### src/rtl/multicycle_ctrl_pkg.sv
// Shared definitions for the multicycle controller: FSM states, opcode
// values, opcode classes and the datapath mux encodings.
package multicycle_ctrl_pkg;

  // Controller states; the encoding is visible on state_dbg.
  typedef enum logic [2:0] {
    ST_FETCH   = 3'd0,
    ST_DECODE  = 3'd1,
    ST_EXEC    = 3'd2,
    ST_MEM     = 3'd3,
    ST_WB      = 3'd4,
    ST_HALT    = 3'd5,
    ST_ILLEGAL = 3'd6,
    ST_BUSERR  = 3'd7
  } state_e;

  // Supported opcodes (instruction bits [6:0]).
  localparam logic [6:0] OP_RTYPE  = 7'b0110011;
  localparam logic [6:0] OP_ITYPE  = 7'b0010011;
  localparam logic [6:0] OP_LOAD   = 7'b0000011;
  localparam logic [6:0] OP_STORE  = 7'b0100011;
  localparam logic [6:0] OP_BRANCH = 7'b1100011;
  localparam logic [6:0] OP_LUI    = 7'b0110111;

  // Instruction classes produced by the opcode decoder.
  typedef enum logic [2:0] {
    CLS_ALU_R  = 3'd0,
    CLS_ALU_I  = 3'd1,
    CLS_LOAD   = 3'd2,
    CLS_STORE  = 3'd3,
    CLS_BRANCH = 3'd4,
    CLS_LUI    = 3'd5,
    CLS_BAD    = 3'd6
  } op_class_e;

  // Next-PC select.
  localparam logic MUXA_PLUS4  = 1'b0;
  localparam logic MUXA_BRANCH = 1'b1;

  // ALU B operand select.
  localparam logic [1:0] MUXB_IMM_EX = 2'b00;
  localparam logic [1:0] MUXB_IMM_SW = 2'b01;
  localparam logic [1:0] MUXB_DOB    = 2'b10;

  // Write-back select.
  localparam logic [1:0] MUXC_ALU  = 2'b00;
  localparam logic [1:0] MUXC_MEM  = 2'b01;
  localparam logic [1:0] MUXC_UIMM = 2'b10;

  // ALU operation.
  localparam logic ALU_ADD = 1'b0;
  localparam logic ALU_SUB = 1'b1;

endpackage

### src/rtl/multicycle_ctrl_opcode_class.sv
// Combinational opcode-to-class decoder for the multicycle controller.
module opcode_class
  import multicycle_ctrl_pkg::*;
(
  input  logic [6:0] opcode_i,
  output op_class_e  op_class_o
);

  // Map each supported opcode to its class; anything else is illegal.
  always_comb begin
    op_class_o = CLS_BAD;
    case (opcode_i)
      OP_RTYPE:  op_class_o = CLS_ALU_R;
      OP_ITYPE:  op_class_o = CLS_ALU_I;
      OP_LOAD:   op_class_o = CLS_LOAD;
      OP_STORE:  op_class_o = CLS_STORE;
      OP_BRANCH: op_class_o = CLS_BRANCH;
      OP_LUI:    op_class_o = CLS_LUI;
      default:   op_class_o = CLS_BAD;
    endcase
  end

endmodule

### src/rtl/multicycle_ctrl.sv
// Multicycle instruction controller: FETCH/DECODE/EXEC/MEM/WB sequencing
// with memory wait timeout, halt handling, sticky error states and a
// retired-instruction counter. All control outputs are combinational.
module multicycle_ctrl
  import multicycle_ctrl_pkg::*;
#(
  parameter int unsigned MAX_WAIT = 15
) (
  input  logic        clk,
  input  logic        rst_n,
  input  logic [6:0]  opcode,
  input  logic        funct7_5,
  input  logic        cero,
  input  logic        imem_ready,
  input  logic        dmem_ready,
  input  logic        halt_req,
  output logic        imem_req,
  output logic        dmem_req,
  output logic        ir_we,
  output logic        pc_we,
  output logic        MEM_RD,
  output logic        MEM_WR,
  output logic        REG_WR,
  output logic        S_Mux_A,
  output logic [1:0]  S_Mux_B,
  output logic [1:0]  S_Mux_C,
  output logic        control_ALU,
  output logic [31:0] retired,
  output logic        illegal,
  output logic        bus_err,
  output logic        halted,
  output logic [2:0]  state_dbg
);

  localparam int unsigned WAIT_W = (MAX_WAIT < 1) ? 1 : $clog2(MAX_WAIT + 1);
  localparam logic [WAIT_W-1:0] WAIT_LIMIT = WAIT_W'(MAX_WAIT);

  state_e            state_q, state_d;
  logic [WAIT_W-1:0] wait_q, wait_d;
  logic [31:0]       retired_q, retired_d;
  logic              illegal_q, illegal_d;
  logic              bus_err_q, bus_err_d;
  logic              retire;
  op_class_e         op_class;
  logic [1:0]        cls_mux_b;
  logic              cls_alu;

  opcode_class u_opcode_class (
    .opcode_i   (opcode),
    .op_class_o (op_class)
  );

  // Operand selects implied by the instruction class, shared by EXEC and MEM.
  always_comb begin
    cls_mux_b = MUXB_IMM_EX;
    cls_alu   = ALU_ADD;
    case (op_class)
      CLS_ALU_R: begin
        cls_mux_b = MUXB_DOB;
        cls_alu   = funct7_5;
      end
      CLS_STORE:  cls_mux_b = MUXB_IMM_SW;
      CLS_BRANCH: begin
        cls_mux_b = MUXB_DOB;
        cls_alu   = ALU_SUB;
      end
      default: begin
        cls_mux_b = MUXB_IMM_EX;
        cls_alu   = ALU_ADD;
      end
    endcase
  end

  // Next-state and output decode; everything stays idle while in reset.
  always_comb begin
    state_d     = state_q;
    retire      = 1'b0;
    imem_req    = 1'b0;
    dmem_req    = 1'b0;
    ir_we       = 1'b0;
    pc_we       = 1'b0;
    MEM_RD      = 1'b0;
    MEM_WR      = 1'b0;
    REG_WR      = 1'b0;
    S_Mux_A     = MUXA_PLUS4;
    S_Mux_B     = MUXB_IMM_EX;
    S_Mux_C     = MUXC_ALU;
    control_ALU = ALU_ADD;
    if (rst_n) begin
      case (state_q)
        ST_FETCH: begin
          imem_req = 1'b1;
          if (imem_ready) begin
            ir_we   = 1'b1;
            state_d = ST_DECODE;
          end else if (wait_q == WAIT_LIMIT) begin
            state_d = ST_BUSERR;
          end
        end
        ST_DECODE: state_d = (op_class == CLS_BAD) ? ST_ILLEGAL : ST_EXEC;
        ST_EXEC: begin
          S_Mux_B     = cls_mux_b;
          control_ALU = cls_alu;
          case (op_class)
            CLS_ALU_R, CLS_ALU_I, CLS_LUI: state_d = ST_WB;
            CLS_LOAD, CLS_STORE:           state_d = ST_MEM;
            CLS_BRANCH: begin
              pc_we   = 1'b1;
              S_Mux_A = ~cero;
              retire  = 1'b1;
            end
            default: state_d = ST_ILLEGAL;
          endcase
        end
        ST_MEM: begin
          S_Mux_B     = cls_mux_b;
          control_ALU = cls_alu;
          // Only LOAD/STORE can reach MEM; a changed opcode is treated as illegal.
          if (op_class == CLS_LOAD || op_class == CLS_STORE) begin
            dmem_req = 1'b1;
            MEM_RD   = (op_class == CLS_LOAD);
            MEM_WR   = (op_class == CLS_STORE);
            if (dmem_ready) begin
              if (op_class == CLS_LOAD) begin
                state_d = ST_WB;
              end else begin
                pc_we  = 1'b1;
                retire = 1'b1;
              end
            end else if (wait_q == WAIT_LIMIT) begin
              state_d = ST_BUSERR;
            end
          end else begin
            state_d = ST_ILLEGAL;
          end
        end
        ST_WB: begin
          REG_WR = 1'b1;
          pc_we  = 1'b1;
          retire = 1'b1;
          case (op_class)
            CLS_LOAD: S_Mux_C = MUXC_MEM;
            CLS_LUI:  S_Mux_C = MUXC_UIMM;
            default:  S_Mux_C = MUXC_ALU;
          endcase
        end
        ST_HALT: begin
          if (!halt_req) state_d = ST_FETCH;
        end
        default: state_d = state_q;  // ILLEGAL and BUSERR hold until reset
      endcase
      // Any retiring cycle goes back to FETCH unless a halt is pending.
      if (retire) state_d = halt_req ? ST_HALT : ST_FETCH;
    end
  end

  // Wait counter, retire counter and sticky error flags next values.
  always_comb begin
    wait_d = wait_q;
    if (state_d != state_q) begin
      wait_d = '0;
    end else if ((state_q == ST_FETCH && !imem_ready) ||
                 (state_q == ST_MEM && !dmem_ready)) begin
      wait_d = wait_q + WAIT_W'(1);
    end
    retired_d = retired_q + {31'd0, retire};
    illegal_d = illegal_q | (state_d == ST_ILLEGAL);
    bus_err_d = bus_err_q | (state_d == ST_BUSERR);
  end

  // State and counter registers with synchronous active-low reset.
  always_ff @(posedge clk) begin
    if (!rst_n) begin
      state_q   <= ST_FETCH;
      wait_q    <= '0;
      retired_q <= '0;
      illegal_q <= 1'b0;
      bus_err_q <= 1'b0;
    end else begin
      state_q   <= state_d;
      wait_q    <= wait_d;
      retired_q <= retired_d;
      illegal_q <= illegal_d;
      bus_err_q <= bus_err_d;
    end
  end

  assign retired   = retired_q;
  assign illegal   = illegal_q;
  assign bus_err   = bus_err_q;
  assign halted    = (state_q == ST_HALT);
  assign state_dbg = state_q;

endmodule

### config.mk
export PLATFORM = sky130hd
export DESIGN_NAME = multicycle_ctrl
export DESIGN_NICKNAME = d
export VERILOG_FILES = /design/src/rtl/multicycle_ctrl_pkg.sv /design/src/rtl/multicycle_ctrl_opcode_class.sv /design/src/rtl/multicycle_ctrl.sv
export SDC_FILE = /design/constraint.sdc
export NUM_CORES = 1
export LEC_CHECK = 0
export CAP_MARGIN = 15
export CORE_MARGIN = 1
export CORE_UTILIZATION = 35
export CTS_CLUSTER_SIZE = 10
export DETAILED_ROUTE_END_ITERATION = 16
export PLACE_DENSITY_LB_ADDON = 0.25
export SETUP_SLACK_MARGIN = 0.02
export SYNTH_ARGS = -nofsm -noshare
export SYNTH_HDL_FRONTEND = slang
export SYNTH_HIERARCHICAL = 1
export SYNTH_SLANG_ARGS = --single-unit
### constraint.sdc
create_clock -name clk -period 4.7 [get_ports clk]
set_input_delay 1.175 -clock clk [delete_from_list [all_inputs] [get_ports clk]]
set_output_delay 1.175 -clock clk [all_outputs]
set_load 0.02 [all_outputs]
# Word level (Yosys, flattened, before mapping)
# Index checks and enable logic that the tools add are counted.
# totals
input_bits	14
word_cells	94
reg_bits	41
output_inout_bits	51
# classes
addsub	2
reduce_logical	13
muxes	49
n_bitwise	4
eq_ne	21
# op_table
op	n
32-bit by 1-bit adder with 32-bit output	1
3-bit 2-to-1 mux	10
1-bit 2-to-1 mux	28
3-bit == test, second input constant	7
7-bit by 6-bit == test with 1-bit output, second input constant	3
3-bit one-hot mux with 6 select lines	1
3-bit one-hot mux with 5 select lines	1
3-bit by 2-bit == test with 1-bit output, second input constant	4
3-bit one-hot mux with 3 select lines	1
2-bit 2-to-1 mux	4
2-bit one-hot mux with 2 select lines	2
2-bit OR reduction	4
7-bit by 2-bit == test with 1-bit output, second input constant	1
7-bit by 5-bit == test with 1-bit output, second input constant	1
7-bit == test, second input constant	1
3-bit by 1-bit == test with 1-bit output, second input constant	2
3-bit logical NOT	2
4-bit by 1-bit adder with 4-bit output, second input constant	1
4-bit == test, second input constant	1
3-bit != test	1
1-bit one-hot mux with 3 select lines	1
3-bit OR reduction	1
1-bit logical AND	2
1-bit logical NOT	2
4 further kinds	7

# Logic depth before layout (Yosys ltp)
# Gate-level depths: netlist of the first run.
# logic_depth
ltp_word	12
ltp_mapped	15
ltp_nobuf	14

# Hierarchy
# Netlist of the first run, hierarchy kept.
# modules_own_cells
module	seq_area_each_um2	cells_each	area_per_inst_um2	instances
multicycle_ctrl	820.8	260	2242.2	1
opcode_class	0.0	10	71.3	1

# Least setup slack after synthesis of the first run
# No wires, ideal clock.
# synth_timing
path_type	input-to-reg
from	input port opcode[3]
to	register retired_q[24] (netlist: retired[24])
cell_stages	14
t_required_ps	4572
setup_ps	128
slack_ps	595
arrival_time_ps	3977
path_buffers	1
path_cell_list	nand3b_1 or3_1 buf_4 and4bb_1 nand4_1 and3_4 nor2_1 ha_1 ha_1 nand3_1 nor2_1 nand4_1 xor2_1 nor2_1
# synth_via
elab_chain_cells	10
elab_cells_between_ends	19
classes_between	add/sub: 1; eq/ne: 9; mux: 8; reduce/logical: 1
# synth_rtl
item	line	source
from (decl)	multicycle_ctrl.sv:11	input logic [6:0] opcode,
7-bit by 6-bit == test with 1-bit output (tied with other cells)	multicycle_ctrl_opcode_class.sv:12	case (opcode_i)
3-bit one-hot mux with 6 select lines *	multicycle_ctrl_opcode_class.sv:12	
net op_class[2]	multicycle_ctrl.sv:44	op_class_e op_class;
3-bit by 2-bit == test with 1-bit output	multicycle_ctrl.sv:119, multicycle_ctrl.sv:124	
1-bit 2-to-1 mux	multicycle_ctrl.sv:124	if (op_class == CLS_LOAD) begin
1-bit 2-to-1 mux	multicycle_ctrl.sv:123	if (dmem_ready) begin
1-bit 2-to-1 mux	multicycle_ctrl.sv:119	if (op_class == CLS_LOAD || op_class == CLS_STORE) begin
1-bit one-hot mux with 3 select lines *	multicycle_ctrl.sv:90	case (state_q)
1-bit 2-to-1 mux * (2 in series)	multicycle_ctrl.sv:89	if (rst_n) begin
32-bit by 1-bit adder with 32-bit output *	multicycle_ctrl.sv:166	retired_d = retired_q + {31'd0, retire};
to (signal assigned)	multicycle_ctrl.sv:182	retired_q <= retired_d;
to (decl)	multicycle_ctrl.sv:40	logic [31:0] retired_q, retired_d;
# The timed path passes the listed nets; every way through them passes the cells marked *. The select of a mux whose other input is x is not followed.
# A chain may end at the register's enable or synchronous reset.

# Worst setup path after layout of the first run
# layout_timing
from	input port opcode[2]
to	output port S_Mux_B[0]
# layout_via
elab_chain_cells	7
elab_cells_between_ends	14
classes_between	eq/ne: 8; mux: 4; reduce/logical: 2
# layout_rtl
item	line	source
7-bit by 6-bit == test with 1-bit output (tied with other cells)	multicycle_ctrl_opcode_class.sv:12	
3-bit one-hot mux with 6 select lines *	multicycle_ctrl_opcode_class.sv:12	
net op_class[1]	multicycle_ctrl.sv:44	
3-bit == test / 3-bit logical NOT (equally long branches)	multicycle_ctrl.sv:57	case (op_class)
2-bit OR reduction (no source line)	-	
2-bit one-hot mux with 2 select lines *	multicycle_ctrl.sv:57	
2-bit 2-to-1 mux *	multicycle_ctrl.sv:90	
2-bit 2-to-1 mux *	multicycle_ctrl.sv:89	
to (decl)	multicycle_ctrl.sv:25	output logic [1:0] S_Mux_B,
# The timed path passes the listed nets; every way through them passes the cells marked *.

==> results of run 1 <==
==> timing repair <==
action / 4_1_cts / 5_1_grt
resized for setup: 4 / 4
hold buffers: 0 / 0
pin swaps: 1 / 0
endpoints found under the setup margin: 4 / 6
gates cloned: 0 / 0
==> final cells by class <==
| type | instances | area, um2 | area share (%) |
|---|---|---|---|
| Clock buffer | 7 | 96.3 | 2.99 |
| Clock inverter | 1 | 5.00 | 0.155 |
| Inverter | 8 | 30.0 | 0.932 |
| Multi-Input combinational cell | 209 | 1390 | 43.3 |
| Sequential cell | 41 | 821 | 25.5 |
| Tap cell | 77 | 96.3 | 2.99 |
| Timing Repair Buffer | 82 | 778 | 24.2 |
==> kinds of logic after synthesis <==
logic type,after synthesis,share of synthesized area (%)
mux,2,1.03
xor+xnor,32,12.1
buf+inv,20,4.49
compound gates,32,12.2
flops,41,35.5
simple gates,140,33.1
fa+ha+maj,3,1.62
==> cells in the mapped netlist (all sizes together) (2+ instances only) <==
master and instances:
inv 7, nor2b 4, or3b 2, a311oi 3, and3 6, xnor2 9, nand2 21, xor2 23
nor4 3, and2 5, and4bb 2, and4 4, a211oi 2, a31oi 2, nor2 42, nor4bb 2
mux2i 2, o211ai 4, ha 3, nor3 10, nand2b 2, clkbuf 4, dfxtp 41, a21oi 7
buf 8, or3 4, o21ai 4, nand3 15, nand4 9, nor3b 4
==> layout by cell type (no fill, tap or decap), types with 5 or more instances in the layout <==
master	instances
a21oi_1	6
and2_1	5
and3_1	5
buf_4	18
clkbuf_8	7
clkdlybuf4s50_1	57
dfxtp_1	41
inv_1	6
nand2_1	21
nand3_1	14
nand4_1	9
nor2_1	42
nor3_1	8
xnor2_1	9
xor2_1	23
==> power breakdown <==
part | switching (mW) | internal [mW] | leakage [nW]
clock | 0.114 | 0.133 | 0.0542
combinational | 0.209 | 0.189 | 0.873
sequential | 0.0571 | 0.370 | 0.331
total | 0.381 | 0.691 | 1.26
==> stage by stage <==
step                instances  hold slack (ns)  total power, mW  worst slack [ns]  util [%]
floorplan                 270            0.466            0.707             0.595         -
global placement          417            0.450            0.832            0.0191      49.0
detailed placement        417            0.448            0.832           -0.0875      49.0
CTS                       425            0.470             1.08            0.0238      50.5
global route              425            0.499             1.13           -0.0155      50.7
finish                    425            0.472             1.07             0.180      50.7
==> final timing paths <==
check / end / slack [ns] / depth (start not counted)
setup / recovery: S_Mux_B[0] / 0.18 / 8
hold / removal: bus_err / 0.47 / 2
setup reg to reg: retired[24] / 1.68 / 12
hold reg to reg: bus_err / 0.47 / 2
==> worst register-to-register path: cells and delay by family, from the launching register on <==
kind	cells	cell delay, ns
adder cells (fa/ha/maj)	2	0.40
flip-flops	1	0.70
XOR/XNOR	1	0.16
buffers and inverters	1	0.13
AND/OR/NAND/NOR	8	1.53
==> registers in the layout (all words and copies together), names as in the netlist <==
name,flops
retired,32
bus_err,1
illegal,1
wait_q,4
state_dbg,3
==> metal layers <==
| layer | vias to the layer above | GRT usage (%) | part of all wire (%) |
|---|---|---|---|
| li1 | 1111 | - | - |
| met1 | 1023 | 22.2 | 49 |
| met2 | 35 | 27.9 | 48 |
| met3 | 4 | 3.68 | 3.1 |
| met4 | 0 | 2.66 | 0.45 |
| met5 | - | 0 | 0 |
==> results.sh, run 1 <==
export IMPL_synth_edff_count=0
export IMPL_chipWidth_um=83.3
export IMPL_report_final_slew_viol_count=0
export IMPL_dpl_cell_area_um2=3110
export IMPL_port_buffers=64
export IMPL_syn_area_um2=2310
export IMPL_grt_overflow_total=0
export IMPL_core_area_um2=6350
export IMPL_layout_worst_path_cycle_share_pct=96.2
export IMPL_start_kind="input port"
export IMPL_ys_seq_elements=41
export IMPL_synthDistinctLibCells=58
export IMPL_ir_worst_vdd_mv=0.221
export IMPL_n_fill_cell=612
export IMPL_postRouteAntennaNets=0
export IMPL_relSlewSlack_pct=57.6
export IMPL_end_kind="output pin"
export IMPL_r2r_start="state_dbg[1]"
export IMPL_clk_path_buf_depth=2
export IMPL_route_detailed_drc=0
export IMPL_dr_pass1_iters=4
export IMPL_cts_clk_slew_worst_paths_ns=0.07
export IMPL_fp_dieH_um=83.3
export IMPL_crit_fanout=5
export IMPL_yosysTopAreaCell="dfxtp_1"
export IMPL_grt_pass1_wl_mm=9.68
export IMPL_clk_latency_ns=0.28
export IMPL_h_tree_depth=2
export IMPL_setup_tns_final_ns=0
export IMPL_cts_sinks=41
export IMPL_dp_hpwl_mm=4.22
export IMPL_path_delay_family="buffers and inverters"
export IMPL_vias=2173
export IMPL_grt_max_degree=20
export IMPL_start_util_pct=36.4
export IMPL_drt_initial_drc_count=114
export IMPL_first_global_vias=2084
export IMPL_crit_chain="clkdlybuf4s50_1 -> nor2b_1 -> nor3b_1 -> o21bai_1 -> and4bb_1 -> buf_4 -> and3_1 -> clkdlybuf4s50_1"
export IMPL_critPathMostFrequentCell="clkdlybuf4s50_1"
export IMPL_layout_min_cycle_time_ns=4.52
export IMPL_vias_per_cell=5.11
export IMPL_syn2layout_area_growth_pct=39.2
export IMPL_synth_top_area_share_pct=35.5
export IMPL_antenna_cells=0
export IMPL_cp_slowest_stage_delay_ns=0.60
export IMPL_postSynthAreaPerCell_um2=8.57
export IMPL_synth_cells=270
export IMPL_finalInstanceArea_um2=3220
export IMPL_crit_arrival_ns=3.34
export IMPL_synth_area_leaders="dfxtp_1 (35%), xor2_1 (8.7%), nor2_1 (6.8%)"
export IMPL_finalSetupViolations=0
export IMPL_yosys_warnings=6
export IMPL_synth_nets=287
export IMPL_ioPinCount=65
export IMPL_outcome="finished, final reports clean"
export IMPL_antenna_found_initial=0
export IMPL_rows=29
export IMPL_critPathSlowestCell="clkdlybuf4s50_1"
export IMPL_min_delay_start="bus_err"
export IMPL_power_density_nw_per_um2=333
export IMPL_fmax_mhz=221
export IMPL_clock_skew_ns=0.00742
export IMPL_ys_flop_type="dfxtp_1"
export IMPL_finalNetCount=364
export IMPL_drive_gt1_share_pct=12.4
export IMPL_gp_congestion=0.852
export IMPL_hold_path_class="reg2reg"
export IMPL_power_leakage_nw=1.26
export IMPL_async_flop_share_pct=0
export IMPL_crit_start="opcode[2]"
export IMPL_crit_type="in2out"
export IMPL_path_buf_inv=3
export IMPL_rsz0062_at_grt="yes"
export IMPL_hold_violations=0
export IMPL_routed_wl_mm=5.56
export IMPL_grt_util_all_layers_pct=16.6
export IMPL_worstPathRequired_ns=3.52
export IMPL_yosysSeqAreaShare_pct=35.5
export IMPL_root_buffer="clkbuf_8"
export IMPL_tritoncts_num_buffers=5
export IMPL_drt_wirelength_per_cell_um=13.1
export IMPL_cts_tree="yes"
export IMPL_cts_setup_buffers=0
export IMPL_dieArea_um2=6940
export IMPL_worst_pin_slew_ns=0.635
export IMPL_maxCapViolCount=0
(Power assumes the default switching activity.)
==> run 2: changes to the inputs <==
--- a/config.mk
+++ b/config.mk
@@ -10,7 +10,7 @@
 export CORE_UTILIZATION = 35
 export CTS_CLUSTER_SIZE = 10
 export DETAILED_ROUTE_END_ITERATION = 16
-export PLACE_DENSITY_LB_ADDON = 0.25
+export PLACE_DENSITY = 0.64
 export SETUP_SLACK_MARGIN = 0.02
 export SYNTH_ARGS = -nofsm -noshare
 export SYNTH_HDL_FRONTEND = slang
==> run 2 against run 1 <==
Effect of this change:
- flip-flop and latch count stayed put
- first-iteration DRC count decreased by 12%
- utilization is 0.24 points lower
- count of clock-buffer cells in the layout is the same
- register-to-register slack worse by 0.12 ns
- critical path depth is 1 higher
- cell count decreased by 0.47%
- clock power down 8.5%
- global-route usage down 0.51 points
- highest routed layer unchanged
==> results.sh, run 2 (synthesis results as in run 1) <==
export IMPL_outcome="finished, final reports clean"
export IMPL_first_global_vias=1992
export IMPL_gp_congestion=0.848
export IMPL_drt_initial_drc_count=100
export IMPL_dieArea_um2=6940
export IMPL_clock_skew_ns=0.00342
export IMPL_fp_dieH_um=83.3
export IMPL_start_util_pct=36.4
export IMPL_path_delay_family="buffers and inverters"
export IMPL_h_tree_depth=2
export IMPL_worstPathRequired_ns=3.52
export IMPL_clk_latency_ns=0.28
export IMPL_layout_worst_path_cycle_share_pct=96.8
export IMPL_routed_wl_mm=5.57
export IMPL_layout_min_cycle_time_ns=4.55
export IMPL_power_leakage_nw=1.27
export IMPL_crit_type="in2out"
export IMPL_ioPinCount=65
export IMPL_whs_ns=0.467
export IMPL_setup_tns_final_ns=0
export IMPL_grt_max_degree=35
export IMPL_finalSetupViolations=0
export IMPL_path_buf_inv=3
export IMPL_end_kind="output pin"
export IMPL_dpl_cell_area_um2=3100
export IMPL_fmax_mhz=220
export IMPL_vias=2217
export IMPL_grt_overflow_total=0
export IMPL_crit_chain="clkdlybuf4s50_1 -> nor4bb_1 -> o21bai_1 -> buf_4 -> nor4b_2 -> nand2_1 -> and3_4 -> nor2_1 -> dlygate4sd2_1"
export IMPL_hold_path_class="reg2reg"
export IMPL_combPwrFrac_pct=38.0
export IMPL_tritoncts_num_buffers=5
export IMPL_cts_sinks=41
export IMPL_report_final_slew_viol_count=0
export IMPL_core_area_um2=6350
export IMPL_rsz0062_at_grt="yes"
export IMPL_final_cell_mix="clkdlybuf4s50_1 (57), nor2_1 (42), dfxtp_1 (41), xor2_1 (23), nand2_1 (21)"
export IMPL_largest_register_ff_count=32
export IMPL_rows=29
export IMPL_dr_pass1_iters=4
export IMPL_crit_arrival_ns=3.38
export IMPL_port_buffers=64
export IMPL_grt_util_all_layers_pct=16.1
export IMPL_power_density_nw_per_um2=329
export IMPL_syn2layout_area_growth_pct=38.6
export IMPL_cp_slowest_stage_delay_ns=0.50
export IMPL_clockPowerShare_pct=21.4
export IMPL_relSlewSlack_pct=54.6
export IMPL_maxCapViolCount=0
export IMPL_cts_clk_slew_worst_paths_ns=0.07
export IMPL_cts_tree="yes"
export IMPL_antenna_found_initial=0
export IMPL_placedCellCount=415
export IMPL_finalInstanceArea_um2=3210
export IMPL_crit_fanout=3
export IMPL_finalNetCount=363
export IMPL_drive_gt1_share_pct=11.6
export IMPL_p_sw_share_pct=36.1
export IMPL_grt_pass1_wl_mm=9.27
export IMPL_dp_hpwl_mm=4.12
export IMPL_postRouteAntennaNets=0
export IMPL_p_seq_share_pct=40.6
export IMPL_power_net_switching_uw=381
export IMPL_drt_wirelength_per_cell_um=13.2
export IMPL_cts_hold_buf=0
export IMPL_worst_pin_slew_ns=0.681
export IMPL_critPathSlowestCell="clkdlybuf4s50_1"
export IMPL_ir_worst_vdd_mv=0.260
export IMPL_antenna_cells=0
export IMPL_route_detailed_drc=0
export IMPL_vias_per_cell=5.24
export IMPL_p_int_uw=674
export IMPL_mostFrequentLayoutCell="clkdlybuf4s50_1"
export IMPL_start_kind="input port"
export IMPL_r2r_slack_ns=1.56
export IMPL_root_buffer="clkbuf_8"
export IMPL_hold_violations=0
export IMPL_finalNonFillerCells=423
export IMPL_clk_path_buf_depth=2
export IMPL_chipWidth_um=83.3
-- run 2: changes by cell type in the layout (fill, tap and decap cells not counted), sizes merged --
cell | previous run | this run
dlymetal6s2s | 3 | 5
dlygate4sd2 | 4 | 2
buf | 18 | 17
clkinv | 2 | 1
-- run 2: area by class of cell --
class / count / area [um2]
fill: 583 / 3140
clock buffer: 7 / 86.3
timing repair buffer: 81 / 778
sequential: 41 / 821
tap: 77 / 96.3
inverter: 8 / 30.0
multi-input combinational: 209 / 1390
-- run 2: routing by layer --
metal / part of all wire, % / GRT usage, %
met2: 48 / 27.4
met3: 4.1 / 3.78
met5: 0 / 0
met1: 47 / 20.6
met4: 1.1 / 3.76
-- run 2: stage by stage --
| stage | setup WS [ns] | utilization, % | power [mW] |
|---|---|---|---|
| floorplan | 0.595 | - | 0.707 |
| global placement | -0.0248 | 48.8 | 0.830 |
| detailed placement | -0.0395 | 48.8 | 0.832 |
| CTS | 0.0244 | 50.2 | 1.06 |
| global route | -0.00168 | 50.5 | 1.12 |
| finish | 0.150 | 50.5 | 1.06 |
-- run 2: worst reg2reg max path, delay by kind of cell, from the launching register on --
kind / cells / cell delay (ns)
AND/OR/NAND/NOR: 8 / 1.55
flip-flops: 1 / 0.72
adder cells (fa/ha/maj): 2 / 0.46
XOR/XNOR: 1 / 0.17
buffers and inverters: 1 / 0.12
-- run 2: path summary, 6_finish.rpt --
check                                   from          end  depth (start not counted)
worst max-delay path               opcode[6]        pc_we                          9
worst max register to register  state_dbg[1]  retired[24]                         12
worst min register to register       bus_err      bus_err                          2
worst min-delay path                 bus_err      bus_err                          2
-- run 2: timing repair --
| item | in CTS | in global routing |
|---|---|---|
| endpoints found under the setup margin | 4 | 5 |
| setup buffers | 0 | 1 |
| endpoints found under the hold margin | 0 | 0 |
| resized for setup | 3 | 5 |
| cloned | 0 | 0 |
| pin swaps | 1 | 2 |
-- run 2: power by group through the flow --
stage | Sequential [mW] | Clock (mW) | Combinational (mW)
2_1_floorplan | 0.421 | 0 | 0.287
3_3_place_gp | 0.434 | 0 | 0.396
3_5_place_dp | 0.435 | 0 | 0.397
4_1_cts | 0.426 | 0.235 | 0.399
5_1_grt | 0.435 | 0.251 | 0.431
6_report | 0.428 | 0.226 | 0.401
